`src/rtl/transient_detector.sv`:
```
// transient_detector: fast/slow envelope tracker and attack/sustain/release classifier for the transient shaper.
// Define TRANSIENT_DETECT_RETRIGGER_EN to let a new onset during ATTACK reload the hold timer and pulse onset.
module transient_detector #(
  parameter int WIDTH          = 8,
  parameter int ATTACK_THRESH  = 8,
  parameter int SUSTAIN_MIN    = 8,
  parameter int HOLD_CYCLES    = 16,
  parameter int RELEASE_CYCLES = 8
) (
  input  logic             clk,
  input  logic             rst,
  input  logic             ena,
  input  logic [WIDTH-3:0] audio_in,
  output logic             attack_amt,
  output logic             sustain_amt,
  output logic             onset,
  output logic [1:0]       state,
  output logic [WIDTH-1:0] fast_env,
  output logic [WIDTH-1:0] slow_env
);
  typedef enum logic [1:0] {IDLE, ATTACK, SUSTAIN, RELEASE} state_t;
  localparam int HW = $clog2(HOLD_CYCLES + 1);
  localparam int RW = $clog2(RELEASE_CYCLES + 1);
  localparam logic [HW-1:0] HL = HW'(HOLD_CYCLES - 1);
  localparam logic [RW-1:0] RL = RW'(RELEASE_CYCLES - 1);
  localparam logic signed [WIDTH:0] TH = (WIDTH+1)'(ATTACK_THRESH);
  localparam logic [WIDTH-1:0] SMIN = WIDTH'(SUSTAIN_MIN);
  state_t st;
  logic [HW-1:0] hold_cnt;
  logic [RW-1:0] rel_cnt;
  logic over_q;
  logic [WIDTH+2:0] fast_sum, slow_sum;
  logic signed [WIDTH:0] diff;
  logic over, trig;
  always_comb begin
    fast_sum = {3'b0, fast_env} * (WIDTH+3)'(3) + (WIDTH+3)'(audio_in);
    slow_sum = {3'b0, slow_env} * (WIDTH+3)'(7) + (WIDTH+3)'(audio_in);
    diff = $signed({1'b0, fast_env}) - $signed({1'b0, slow_env});
    over = diff >= TH;
    trig = over & ~over_q;
  end
  assign state = st;
  always_ff @(posedge clk) begin
    if (rst) begin
      st <= IDLE;
      hold_cnt <= '0;
      rel_cnt <= '0;
      over_q <= 1'b0;
      fast_env <= '0;
      slow_env <= '0;
      attack_amt <= 1'b0;
      sustain_amt <= 1'b0;
      onset <= 1'b0;
    end else begin
      onset <= 1'b0;
      if (ena) begin
        fast_env <= fast_sum[WIDTH+1:2];
        slow_env <= slow_sum[WIDTH+2:3];
        over_q <= over;
        case (st)
          IDLE: if (trig) begin
            st <= ATTACK;
            hold_cnt <= HL;
            onset <= 1'b1;
            attack_amt <= 1'b1;
          end
          ATTACK: begin
`ifdef TRANSIENT_DETECT_RETRIGGER_EN
            if (trig) begin
              hold_cnt <= HL;
              onset <= 1'b1;
            end else
`endif
            if (hold_cnt == '0) begin
              attack_amt <= 1'b0;
              if (slow_env >= SMIN) begin
                st <= SUSTAIN;
                sustain_amt <= 1'b1;
              end else begin
                st <= RELEASE;
                rel_cnt <= RL;
              end
            end else hold_cnt <= hold_cnt - 1'b1;
          end
          SUSTAIN: if (trig) begin
            st <= ATTACK;
            hold_cnt <= HL;
            onset <= 1'b1;
            attack_amt <= 1'b1;
            sustain_amt <= 1'b0;
          end else if (slow_env < SMIN) begin
            st <= RELEASE;
            rel_cnt <= RL;
            sustain_amt <= 1'b0;
          end
          RELEASE: if (trig) begin
            st <= ATTACK;
            hold_cnt <= HL;
            onset <= 1'b1;
            attack_amt <= 1'b1;
          end else if (rel_cnt == '0) st <= IDLE;
          else rel_cnt <= rel_cnt - 1'b1;
        endcase
      end
    end
  end
endmodule
```
`config.mk`:
```
export PLATFORM = sky130hd
export DESIGN_NAME = transient_detector
export DESIGN_NICKNAME = d
export VERILOG_FILES = /design/src/rtl/transient_detector.sv
export SDC_FILE = /design/constraint.sdc
export NUM_CORES = 1
export LEC_CHECK = 0
export BUFFER_PORTS_ARGS = -buffer_cell sky130_fd_sc_hd__buf_2
export CORE_ASPECT_RATIO = 1.2
export CORE_MARGIN = 4
export CORE_UTILIZATION = 31
export DETAILED_ROUTE_END_ITERATION = 8
export PLACE_DENSITY = 0.5
export SYNTH_ARGS = -nofsm -noshare
export SYNTH_HDL_FRONTEND = slang
export SYNTH_SLANG_ARGS = --single-unit
```
`constraint.sdc`:
```
create_clock -name clk -period 8.8 [get_ports clk]
set_input_delay 0.44 -clock clk [delete_from_list [all_inputs] [get_ports clk]]
set_output_delay 0.44 -clock clk [all_outputs]
set_load 0.1 [all_outputs]
```
# After elaboration in Yosys (flattened, before gate mapping)
# Index checks and enable logic that the tools add are counted.
[totals]
ff_bits = 31
output_inout_bits = 21
elab_cells = 77
inputBits = 9
[op_classes]
n_mul = 2
n_lt_le_gt_ge = 3
n_mux = 27
bitwise_logic = 4
n_eq_ne = 15
n_reduce_logical = 12
addsub = 5
[op_table]
columns = ["operator", "count"]
rows = [
  ["$mux W4", 6],
  ["$ne A2 B2 Y1 const B", 9],
  ["$mux W2", 6],
  ["$pmux W4 S3", 1],
  ["$add A11 B6 Y11", 1],
  ["$mul A8 B3 Y11 const B", 1],
  ["$add A10 B6 Y10", 1],
  ["$mul A8 B2 Y10 const B", 1],
  ["$mux W5", 2],
  ["$pmux W5 S2", 1],
  ["$reduce_and A5 Y1", 2],
  ["$ge A9 B5 Y1 const B", 1],
  ["$sub A8 B8 Y9", 1],
  ["$ge A8 B4 Y1 const B", 1],
  ["$lt A8 B4 Y1 const B", 1],
  ["$mux W1", 8],
  ["$pmux W2 S4", 1],
  ["$reduce_and A8 Y1", 1],
  ["$ne A3 B3 Y1 const B", 2],
  ["$reduce_and A3 Y1", 2],
  ["$reduce_or A3 Y1", 2],
  ["$logic_not A5 Y1", 1],
  ["$sub A5 B1 Y5 const B", 1],
  ["$eq A2 B2 Y1 const B", 2],
  ["10 further kinds", 13],
]

# Logic depth before layout (Yosys ltp)
# Gate-level depths: netlist (run 1).
[depth]
word_depth = 5
mapped_depth = 13

# Least setup slack after synthesis (run 1)
# OpenSTA, ideal clock, no wires.
[synth_timing]
path_type = "reg-to-reg"
from = "register slow_env[1]"
to = "register slow_env[6]"
stages_incl_launch_ff = 14
path_buffers = 0
arrival_time_ns = 3.806
synth_period_minus_slack_ns = 3.912
setup_ns = 0.106
required_ns = 8.694
path_slack_ns = 4.888
path_cell_list = "dfxtp_1 > fa_1 > inv_1 > fa_1 > inv_1 > ha_1 > a41oi_1 > o21bai_1 > a21oi_1 > o21ai_0 > o21ai_0 > nand2b_1 > or3_1 > o311ai_0"
[synth_between]
elab_chain_cells = 2
[synth_rtl]
columns = ["element", "line", "rtl"]
rows = [
  ["from (decl)", "19", "output logic [WIDTH-1:0] slow_env"],
  ["from (signal assigned)", "58", "slow_env <= slow_sum[WIDTH+2:3];"],
  ["$mul A8 B3 Y11", "37", "slow_sum = {3'b0, slow_env} * (WIDTH+3)'(7) + (WIDTH+3)'(audio_in);"],
  ["$add A11 B6 Y11", "37", ""],
]
# Every way passes these cells.
# A chain may end at the register's enable or synchronous reset.

# Worst setup path in the final report (run 1)
# Same ends and word-level chain as after synthesis.

==> flow_summary.toml, run 1 <==
[sta]
finalHoldViolCount = 0
timing.final.setup_violations = 0
timing.clock.skew_ns = 0.006107
tns_ns = 0
setup_repair_after_global_routing_missed_its_margin = "no"
tightestPinTransition_ns = 0.7246
timing.hold.ws_ns = 0.4956
fraction_of_the_cycle_the_final_worst_path_needs = 0.3994
max_slew_margin = 0.5132
final_max_slew_viol_count = 0
max_clock_freq_mhz = 284.5
layout_min_cycle_time_ns = 3.515

[synthesis]
syn-mean-instance-area_sq_um = 8.825
synth_cell_types = 45
yosys_warnings = 0
postSynthRegisterBits = 31
synthFlopType = "sky130_fd_sc_hd__dfxtp_1"
yosysSeqAreaShare = 0.2218
synthesis.instances = 317
synth.cell_area_sq_um = 2798
number_of_enable_flip_flop_cells_after_synthesis = 0
syn_nets = 384
post_synth_arst_share = 0

[drt]
vias_per_cell = 4.875
detailroute.via_count = 2257
antenna_violating_nets_post_route = 0
drtPass1Iterations = 4
drt_wl_total_mm = 6.118
drt_drc_violations_left = 0
drt_first_iter_violations = 111
post_drt_wl_per_cell_um = 13.21

[setup_path]
timing.critical_path.to_type = "register"
cp_max_fo = 7
worst_path_dominant_cell_family = "adder cells"
crit_path_cell_trace = "fa_1 -> inv_1 -> fa_1 -> inv_1 -> ha_1 -> a41oi_1 -> o21bai_1 -> a21oi_1 -> o21ai_0 -> o21ai_0 -> nand2b_1 -> or3_1 -> o311ai_0"
critPathKind = "reg2reg"
ff2ff_path_depth = 13
crit_slowest_cell = "sky130_fd_sc_hd__fa_1"
data_arrival_critical_path_ns = 3.70
critical_path.startpoint_type = "register"
timing.critical_path.buf_inv = 2
number_of_stages_on_the_worst_setup_path = 13
timing.critical_path.slowest_cell_delay_ns = 0.54
endpoint_required_time_on_the_critical_path_ns = 8.98

[floorplan]
io_pins = 30
initial_utilization = 0.3214
chipWidth_um = 94.72
floorplan.die.height_um = 112.1
die_area_sq_um = 10610
placementRows = 37
floorplan.core_area_sq_um = 8703

[clock_network]
cts-root-to-sink-buffers = 2
cts.hold.buffers_added = 0
post-cts-setup-buffers = 0
cts_htree_levels = 2
clockRootBuffer = "sky130_fd_sc_hd__clkbuf_8"
cts_tree = "done"
cts.repair.resized = 0
tritoncts.num_buffers = 5
clock_latency_ns = 0.28
numClockSinks = 31
clock_transition_at_the_register_clock_pins_on_the_worst_setup_and_hold_paths_after_cts_ns = 0.07

[layout]
diodes = 0
finalNetCount = 413
layout-drive-gt1-share = 0.1243
fillerInstances = 954
stdcell_area_sq_um = 3154
area.growth.synth_to_final_pct = 12.75

[placement]
post-dp-hpwl_mm = 4.615
gp_routability_congestion = 0.7784
placement.cell_area_sq_um = 3067
port-buffer-count = 29

[global_routing]
pin_count_of_the_biggest_net_entering_global_routing = 34
globalRouteOverflowTotal = 0
grt_antenna_before_repair = 0
grt.total_usage = 0.1274
grt_pass1_vias = 2202
grt_first_pass_wirelength_mm = 10.72

[worst_hold_path]
min_path_type = "reg2reg"
min_delay_path_depth = 2

[power]
power.leakage_uw = 0.001484
intPower_uw = 524.3
clk_network_pwr_share = 0.104
power.combinational.fraction = 0.691
power.ir.vdd_worst_v = 0.0001380
power-per-cell-area_nw_per_um2 = 359.8
sw_ratio = 0.5380
seqPwrFrac = 0.205
p_switching_uw = 610.6

[flow_run]
maxCapViolCount = 0

[status]
status = "completed"
through the flow:
stage | utilization | setup slack, ns | std cells | power (uW)
after detailed placement | 0.3524 | 5.274 | 456 | 1025
after CTS | 0.3624 | 5.253 | 463 | 1152
after global placement | 0.3524 | 5.323 | 456 | 1015
after floorplan | - | 4.888 | 317 | 884.8
after global routing | 0.3624 | 5.004 | 463 | 1253
final | 0.3624 | 5.285 | 463 | 1135
registers in the layout, indices dropped and copies added, names as in the netlist:
signal,count
sustain_amt,1
fast_env,8
state,2
slow_env,8
attack_amt,1
hold_cnt,5
rel_cnt,4
over_q,1
onset,1
cells by family after synthesis:
group           Yosys count  synth area share
compound gates           70            0.1704
xor+xnor                 16           0.05009
fa+ha+maj                58            0.3077
buf+inv                  40           0.05367
flops                    31            0.2218
mux                      12           0.04294
simple gates             90            0.1534
area by class of cell:
cell class | instances | area (sq um) | share of cell area
clock buffers | 6 | 82.58 | 0.02618
clock inverters | 1 | 5.005 | 0.001587
inverters | 32 | 120.1 | 0.03808
multi-input cells | 246 | 2027 | 0.6426
flip-flops and latches | 31 | 620.6 | 0.1967
well taps | 117 | 146.4 | 0.04641
repair buffers | 30 | 152.6 | 0.04839
worst register-to-register path, delay by kind of cell, from the launching register on:
family / cells / cell delay (ns)
AO/OA/AOI/OAI: 6 / 1.21
adder cells (fa/ha/maj): 3 / 1.28
buffers and inverters: 2 / 0.09
flip-flops: 1 / 0.41
AND/OR/NAND/NOR: 2 / 0.43
layer usage:
metal | GRT usage | wire length (um) | up-vias | part of all wire
li1 | - | - | 1166 | -
met1 | 0.1707 | 2954 | 1055 | 0.48
met2 | 0.2065 | 2877 | 30 | 0.47
met3 | 0.02480 | 201 | 6 | 0.033
met4 | 0.03754 | 85 | 0 | 0.014
met5 | 0 | 0 | - | 0
cell usage in the layout (no fill, tap or decap), types with 3 or more instances in the layout:
master                      n
sky130_fd_sc_hd__a311oi_1   3
sky130_fd_sc_hd__nand2b_1   6
sky130_fd_sc_hd__clkbuf_8   6
sky130_fd_sc_hd__ha_1      40
sky130_fd_sc_hd__fa_1      18
sky130_fd_sc_hd__nand3_1   11
sky130_fd_sc_hd__dfxtp_1   31
sky130_fd_sc_hd__o21ai_0   13
sky130_fd_sc_hd__xnor2_1    8
sky130_fd_sc_hd__buf_2     29
sky130_fd_sc_hd__xor2_1     8
sky130_fd_sc_hd__inv_1     32
sky130_fd_sc_hd__a41oi_1    3
sky130_fd_sc_hd__nor2_1    33
sky130_fd_sc_hd__a21oi_1   20
sky130_fd_sc_hd__mux2i_1   12
sky130_fd_sc_hd__nand2_1   14
sky130_fd_sc_hd__a21oi_2    3
sky130_fd_sc_hd__a211oi_1   6
sky130_fd_sc_hd__nor2b_1    4
sky130_fd_sc_hd__nor3_1    11
sky130_fd_sc_hd__a31oi_1    3
sky130_fd_sc_hd__or3_1      3
final timing paths:
check / startpoint / endpoint / slack, ns
setup / recovery: slow_env[1] / slow_env[6] / 5.29
setup reg to reg: slow_env[1] / slow_env[6] / 5.29
hold / removal: sustain_amt / sustain_amt / 0.50
hold reg to reg: sustain_amt / sustain_amt / 0.50
power by group through the flow:
stage	logic (uW)	registers, uW	clock network (uW)
after global placement	779	236	0
after CTS	794	234	124
final	784	232	118
after global routing	877	244	131
after floorplan	497	387	0
after detailed placement	788	237	0
cell usage after synthesis, types with 3 or more instances:
library cell               instances  area share
sky130_fd_sc_hd__xnor2_1           8       0.025
sky130_fd_sc_hd__nor2_1           33       0.044
sky130_fd_sc_hd__fa_1             18        0.13
sky130_fd_sc_hd__a211oi_1          6       0.016
sky130_fd_sc_hd__or3_1             3      0.0067
sky130_fd_sc_hd__nor3_1           11       0.020
sky130_fd_sc_hd__ha_1             40        0.18
sky130_fd_sc_hd__a31oi_1           3      0.0067
sky130_fd_sc_hd__xor2_1            8       0.025
sky130_fd_sc_hd__nor2b_1           4      0.0089
sky130_fd_sc_hd__nand2b_1          6       0.013
sky130_fd_sc_hd__o21ai_0          13       0.023
sky130_fd_sc_hd__a311oi_1          3      0.0094
sky130_fd_sc_hd__a41oi_1           3      0.0094
sky130_fd_sc_hd__a21oi_1          20       0.036
sky130_fd_sc_hd__mux2i_1          12       0.043
sky130_fd_sc_hd__clkbuf_1          8       0.011
sky130_fd_sc_hd__nand3_1          11       0.020
sky130_fd_sc_hd__a21oi_2           3      0.0094
sky130_fd_sc_hd__nand2_1          14       0.019
sky130_fd_sc_hd__inv_1            32       0.043
sky130_fd_sc_hd__dfxtp_1          31        0.22
No activity file was read; power rests on OpenSTA's default activity.
==> run 2: changes to the inputs <==
Settings changed: PLACE_DENSITY 0.5 to 0.51.
Clock period 8.8 ns to 3.2 ns, I/O delays scaled along.
==> run 2 against run 1 <==
Effect of this change: combinational power increased to 3.1 times the previous value; first-iteration DRC count increased by 13%; die area unchanged; non-clock buffer count increased by 11; largest cell class unchanged; final cell count increased by 2.6%; sequential share of layout area decreased by 0.18 points; clock skew decreased by 0.0022 ns; global-route usage about the same; flip-flop and latch count unchanged; clock power increased to 2.8 times the previous value.
==> flow_summary.toml, run 2 (synthesized netlist as in run 1, its figures left out) <==
[status]
status = "completed"

[sta]
timing.final.setup_violations = 0
timing.hold.ws_ns = 0.3599
final_max_slew_viol_count = 0
setup_repair_after_global_routing_missed_its_margin = "yes"
max_clock_freq_mhz = 329.2
max_slew_margin = 0.5759
finalHoldViolCount = 0
tightestPinTransition_ns = 0.6362
fraction_of_the_cycle_the_final_worst_path_needs = 0.9493
tns_ns = 0
layout_min_cycle_time_ns = 3.038
timing.clock.skew_ns = 0.003915
timing.final.ws_setup_ns = 0.1623

[setup_path]
crit_path_cell_trace = "buf_4 -> fa_1 -> fa_1 -> ha_4 -> inv_1 -> o21bai_2 -> a21oi_2 -> buf_4 -> inv_2 -> a311o_1 -> xor2_1 -> mux2i_1 -> nor2_1"
endpoint_required_time_on_the_critical_path_ns = 3.36
timing.critical_path.to_type = "register"
data_arrival_critical_path_ns = 3.19
worstReg2RegStart = "slow_env[1]"
worst-r2r-setup-slack_ns = 0.16
timing.critical_path.slowest_cell_delay_ns = 0.56
r2r_end = "slow_env[4]"
critPathKind = "reg2reg"
critical_path.startpoint_type = "register"
crit_slowest_cell = "sky130_fd_sc_hd__fa_1"
cp_max_fo = 6
ff2ff_path_depth = 13

[worst_hold_path]
min_path_type = "in2reg"
worst_hold_startpoint = "audio_in[0]"
min_delay_path_depth = 4
min_delay_worst_endpoint = "fast_env[0]"

[flow_run]
maxCapViolCount = 0

[floorplan]
floorplan.core_area_sq_um = 8703
die_area_sq_um = 10610
initial_utilization = 0.3214
placementRows = 37
floorplan.die.height_um = 112.1
chipWidth_um = 94.72
io_pins = 30

[layout]
diodes = 0
finalNetCount = 424
final_cell_mix = "38 x sky130_fd_sc_hd__ha_1, 33 x sky130_fd_sc_hd__nor2_1, 30 x sky130_fd_sc_hd__inv_1"
finalNonFillerCells = 475
registers_with_the_most_flip_flops = "fast_env x8, slow_env x8, hold_cnt x5"
layout-drive-gt1-share = 0.2179
area.growth.synth_to_final_pct = 19.05
final_common_cell = "sky130_fd_sc_hd__ha_1"

[drt]
drtPass1Iterations = 4
antenna_violating_nets_post_route = 0
drt_drc_violations_left = 0
vias_per_cell = 4.859
drt_first_iter_violations = 125
drt_wl_total_mm = 6.155
detailroute.via_count = 2308
post_drt_wl_per_cell_um = 12.96

[global_routing]
globalRouteOverflowTotal = 0
grt_pass1_vias = 2260
grt_antenna_before_repair = 0
grt.total_usage = 0.1273
pin_count_of_the_biggest_net_entering_global_routing = 34
grt_first_pass_wirelength_mm = 10.76

[clock_network]
tritoncts.num_buffers = 5
clock_transition_at_the_register_clock_pins_on_the_worst_setup_and_hold_paths_after_cts_ns = 0.07
numClockSinks = 31
clockRootBuffer = "sky130_fd_sc_hd__clkbuf_8"
cts_tree = "done"
cts-root-to-sink-buffers = 2
clock_latency_ns = 0.29
cts.hold.buffers_added = 0
cts_htree_levels = 2

[power]
power.ir.vdd_worst_v = 0.0002990
fin_total_pwr_uw = 3369
power.leakage_uw = 0.001556
power-per-cell-area_nw_per_um2 = 1011

[placement]
port-buffer-count = 29
gp_routability_congestion = 0.7679
dp_cells = 465
post-dp-hpwl_mm = 4.665
pre_cts_slack_ns = -0.02332
[run 2: cell type report]
cell class,instances,area [sq um]
fill,953,5373
multi-input combinational,246,2088
sequential,31,649.4
timing repair buffer,41,235.2
tap,117,146.4
inverter,32,120.1
clock buffer,7,86.33
clock inverter,1,5.005
[run 2: critical path, delay by kind of cell (launching register included)]
kind                     cells  cell delay [ns]
AO/OA/AOI/OAI                3             0.57
XOR/XNOR                     1             0.14
adder cells (fa/ha/maj)      3             1.26
buffers and inverters        4             0.40
flip-flops                   1             0.35
multiplexers                 1             0.13
AND/OR/NAND/NOR              1             0.05
[run 2: through the flow]
step	utilization	instance area, sq um
detailed placement	0.3647	3174
global route	0.3827	3331
finish	0.3827	3331
floorplan	-	2838
global placement	0.3647	3174
CTS	0.3765	3277
[run 2: how the worst max path moves through the flow]
stage | startpoint | end | slack (ns) | cells past startpoint
after CTS | slow_env[1] | slow_env[6] | 0.01 | 13
final | slow_env[1] | slow_env[4] | 0.16 | 13
after floorplan | slow_env[1] | slow_env[6] | 0.0008 | 13
after global placement | slow_env[1] | slow_env[6] | 0.03 | 13
after detailed placement | slow_env[1] | slow_env[6] | -0.02 | 13
after global routing | slow_env[0] | hold_cnt[4] | -0.01 | 13
[run 2: what timing repair did]
item | in CTS | in global routing
gates resized for setup | 1 | 8
gates cloned | 0 | 0
hold endpoints to repair | 0 | 0
buffers inserted | 1 | 1
pin swaps | 1 | 6
endpoints found under the setup margin | 2 | 5
[run 2: routing by layer]
layer,global-route usage,up-vias,wire [um]
met2,0.1943,30,2786
li1,-,1191,-
met5,0,-,0
met4,0.05486,0,148
met3,0.02145,12,171
met1,0.1758,1075,3049
[run 2: power by group]
group	switching (uW)	internal, uW	leakage [uW]
Clock	156	174	0.0000482
Combinational	1460	932	0.00125
Sequential	135	508	0.000261
Total	1760	1610	0.00156
